### src/rtl/des_ip_pipe.sv
// Elastic pipeline applying the DES initial permutation (or its inverse) per 64-bit lane.
// Lane order is reversed on the way through; the tag rides alongside each beat.
module des_ip_pipe #(
  parameter int LANES  = 2,
  parameter int STAGES = 2,
  parameter int TAG_W  = 4
) (
  input  logic                  clk_i,
  input  logic                  reset_i,
  input  logic                  in_valid_i,
  output logic                  in_ready_o,
  input  logic                  inverse_i,
  input  logic [64*LANES-1:0]   data_in_i,
  input  logic [TAG_W-1:0]      tag_in_i,
  output logic                  out_valid_o,
  input  logic                  out_ready_i,
  output logic [32*LANES-1:0]   l0_o,
  output logic [32*LANES-1:0]   r0_o,
  output logic [TAG_W-1:0]      tag_out_o,
  output logic [2:0]            occupancy_o
);

  localparam int W = 64 * LANES;

  function automatic logic [2:0] rsel(input logic [2:0] g);
    case (g)
      3'd0:    rsel = 3'd6;
      3'd1:    rsel = 3'd4;
      3'd2:    rsel = 3'd2;
      3'd3:    rsel = 3'd0;
      3'd4:    rsel = 3'd7;
      3'd5:    rsel = 3'd5;
      3'd6:    rsel = 3'd3;
      default: rsel = 3'd1;
    endcase
  endfunction

  // Output position j = {g,p} takes source bit {p, R[g]}; position j lives at bit 63-j = ~j.
  function automatic logic [63:0] perm_lane(input logic [63:0] x, input logic inv);
    logic [63:0] y;
    logic [5:0]  pos;
    logic [5:0]  src;
    y = '0;
    for (int j = 0; j < 64; j++) begin
      pos = 6'(j);
      src = {pos[2:0], rsel(pos[5:3])};
      if (inv) y[src] = x[~pos];
      else     y[~pos] = x[src];
    end
    return y;
  endfunction

  logic [W-1:0]                  perm_d;
  logic [STAGES-1:0]             valid_q, valid_d;
  logic [STAGES-1:0]             load;
  logic [STAGES-1:0][W-1:0]      data_q, data_d;
  logic [STAGES-1:0][TAG_W-1:0]  tag_q, tag_d;
  logic                          free;
  logic [2:0]                    occ;

  always_comb begin
    perm_d = '0;
    for (int i = 0; i < LANES; i++) begin
      perm_d[64*(LANES-1-i) +: 64] = perm_lane(data_in_i[64*i +: 64], inverse_i);
    end
  end

  // A stage may load if it, or any stage downstream of it, is empty, or the output drains.
  always_comb begin
    free = out_ready_i;
    load = '0;
    for (int k = STAGES - 1; k >= 0; k--) begin
      free    = free | ~valid_q[k];
      load[k] = free;
    end
  end

  always_comb begin
    valid_d = valid_q;
    data_d  = data_q;
    tag_d   = tag_q;
    if (load[0]) begin
      valid_d[0] = in_valid_i;
      if (in_valid_i) begin
        data_d[0] = perm_d;
        tag_d[0]  = tag_in_i;
      end
    end
    for (int k = 1; k < STAGES; k++) begin
      if (load[k]) begin
        valid_d[k] = valid_q[k-1];
        if (valid_q[k-1]) begin
          data_d[k] = data_q[k-1];
          tag_d[k]  = tag_q[k-1];
        end
      end
    end
  end

  always_ff @(posedge clk_i) begin
    if (reset_i) begin
      valid_q <= '0;
      data_q  <= '0;
      tag_q   <= '0;
    end else begin
      valid_q <= valid_d;
      data_q  <= data_d;
      tag_q   <= tag_d;
    end
  end

  always_comb begin
    occ = '0;
    for (int k = 0; k < STAGES; k++) begin
      occ = occ + {2'b00, valid_q[k]};
    end
  end

  assign in_ready_o  = load[0];
  assign out_valid_o = valid_q[STAGES-1];
  assign l0_o        = data_q[STAGES-1][W-1:W/2];
  assign r0_o        = data_q[STAGES-1][W/2-1:0];
  assign tag_out_o   = tag_q[STAGES-1];
  assign occupancy_o = occ;

endmodule

### config.mk
export PLATFORM = sky130hd
export DESIGN_NAME = des_ip_pipe
export DESIGN_NICKNAME = d
export VERILOG_FILES = /design/src/rtl/des_ip_pipe.sv
export SDC_FILE = /design/constraint.sdc
export NUM_CORES = 1
export LEC_CHECK = 0
export CAP_MARGIN = 10
export CELL_PAD_IN_SITES_DETAIL_PLACEMENT = 2
export CELL_PAD_IN_SITES_GLOBAL_PLACEMENT = 2
export CORE_ASPECT_RATIO = 0.9
export CORE_MARGIN = 3
export CORE_UTILIZATION = 30
export CTS_CLUSTER_SIZE = 14
export DETAILED_ROUTE_END_ITERATION = 8
export PLACE_DENSITY_LB_ADDON = 0.05
export SLEW_MARGIN = 25
export SYNTH_ARGS = -nofsm -noshare
export SYNTH_HDL_FRONTEND = slang
export SYNTH_SLANG_ARGS = --single-unit
export TNS_END_PERCENT = 30
### constraint.sdc
create_clock -name clk_i -period 1.8 [get_ports clk_i]
set_input_delay 0.27 -clock clk_i [delete_from_list [all_inputs] [get_ports clk_i]]
set_output_delay 0.27 -clock clk_i [all_outputs]
set_load 0.05 [all_outputs]
==> reports/qor.txt <==
Static Leak - 0.00613 uW
Via Count - 10300
Site Rows - 68
hold crit path type - in2reg
maximum VDD drop - 617 uV
Peak Freq - 0.576 GHz
Post-CTS Hold Fix Bufs - 0
post-synth design cell area - 12000 um2
final WL - 46000 um
status - finished clean
Placement Cell Area - 14600 um2
Rel. slew slack - 0.564
CP Data Required Time - 1530 ps
DP Cell Count - 1938
clk_lat worst skew - 560 ps
warnings from Yosys - 0
CP endpoint kind - output pin
clock slew at the register clock pins of the worst setup and hold paths - 60 ps
Pwr Total - 14800 uW
number of global-route vias before repair - 11000
sequential element share of the synthesized area - 0.443
max-slew violations - 0
dpl hpwl - 32300 um
core area - 38900 um2
r2r setup slk - 330 ps
Die Y - 196 um
Tot GR Track Use - 0.211
largest net degree at the start of global routing - 121
die area - 42500 um2
commonest non-fill, non-tap cell in the layout - dfxtp_1
Max-cap violations - 0
I/O Buffers - 272
CP top delay family - buffers and inverters
share of post-route cells with drive strength above 1 - 0.152
crit-path cells - dlygate4sd2_1
crit path kind - reg2out
PD cells - 952 nW/um2
1st-pass router iterations - 5
CTS tree - yes
DRC Markers - 0
IO Pins - 274
H-Tree Depth - 1
FF+latch count, synth - 266
post-route ant nets - 0
number of fill cells in the layout - 4228
synth-to-layout area growth - 29.4%
worst reg2reg path startpoint - valid_q[0]
Mean Syn Cell Area - 8.93 um2
gp weighted congestion - 0.775
CP max stage delay - 550 ps
total CTS buffers - 31
initial antenna violation count - 2
crit path time final - 1740 ps
most frequent cells in the layout - dfxtp_1 (264), a21oi_1 (254), clkdlybuf4s50_1 (133)
design area - 15500 um2
Die Wd - 217 um
root buffer cell - clkbuf_16
Worst EP arrival - 1470 ps
hold_ws - 50.8 ps
Startpoint Class - flop
first-pass GRT wire length - 70000 um
hold_sp - in_valid_i
syn nets - 1483
Yosys cell types - 21
Clock Path Buffers - 3
# nets final - 1587
Cells after Synth - 1345
CP Max Fanout - 2
initial DRC count - 412
starting density of the core - 0.309
CTS sink count - 266
CP max-delay cell - dlygate4sd2_1
total grt overflow - 0
Critical Path Start - r0_o[32]
vias per inst - 5.16
Wirelength per Cell - 23.0 um
unrepaired setup endpoints after global routing - no
final worst-path cycle share - 0.964
Setup Viol. Count Final - 0
Buffers & Inverters on Critical Path - 1
worst slew pin tran - 654 ps
final hold vios - 0
Finished Layout Cells - 1998
final clock skew - 8.37 ps
==> metal layers <==
metal / global-route usage / routed length [um]
met1: 0.282 / 21100
met2: 0.356 / 21800
met3: 0.0465 / 2380
met4: 0.0350 / 742
met5: 0 / 25
==> where the power goes <==
group / switching, uW / internal (uW) / total (uW)
Sequential: 189 / 6220 / 6410
Combinational: 1350 / 923 / 2280
Clock: 2520 / 3580 / 6100
Total: 4060 / 10700 / 14800
==> cell usage after synthesis (all sizes together) <==
cell type / count / share of area
dfxtp: 266 / 0.44
a21oi: 255 / 0.11
buf: 199 / 0.11
mux2i: 132 / 0.11
nand3: 132 / 0.055
o21ai: 132 / 0.055
a211oi: 120 / 0.075
clkbuf: 78 / 0.025
nand2b: 24 / 0.013
inv: 2 / 0.00062
conb: 1 / 0.00031
ha: 1 / 0.0010
nand3b: 1 / 0.00094
nor2b: 1 / 0.0011
or2b: 1 / 0.00063
==> flip-flops by register name (all words and copies together), names as in the netlist <==
| register | cells |
|---|---|
| tag_q | 4 |
| tag_out_o | 4 |
| l0_o | 64 |
| r0_o | 64 |
| data_q | 128 |
| valid_q | 2 |
==> stage by stage <==
step | util | setup WS [ps] | setup TNS, ps
floorplan | - | 126 | 0
global placement | 0.375 | -1.32 | -1.32
detailed placement | 0.375 | -70.6 | -779
CTS | 0.399 | -45.8 | -60.1
global route | 0.399 | 6.02 | 0
finish | 0.400 | 64.1 | 0
==> worst paths after layout <==
check	cells past startpoint	to
max	1	r0_o[32]
min	3	valid_q[0]
max reg2reg	5	r0_o[35]
min reg2reg	2	l0_o[18]
==> timing repair <==
action                                  4_1_cts  5_1_grt
endpoints found under the setup margin       43        4
setup buffers                                 0        3
pin swaps                                     0        0
gates resized for setup                      44        3
==> layout make-up <==
cell class	count	area (um2)	area share
Antenna cell	2	5.00	0.000322
Clock buffer	50	917	0.0590
Clock inverter	5	50.0	0.00322
Inverter	2	10.0	0.000644
Multi-Input combinational cell	800	5040	0.325
Sequential cell	266	5330	0.343
Tap cell	525	657	0.0423
Timing Repair Buffer	348	3520	0.227
==> cell families (layout without fill, tap and decap cells) <==
family	Yosys count	in the layout	synth area share
compound gates	507	507	0.237
fa+ha+maj	1	1	0.00104
buf+inv	279	405	0.138
flops	266	266	0.443
mux	132	132	0.110
other cells	1	3	0.000312
simple gates	159	159	0.0702
Note: power is estimated with default switching activity, not from simulation.
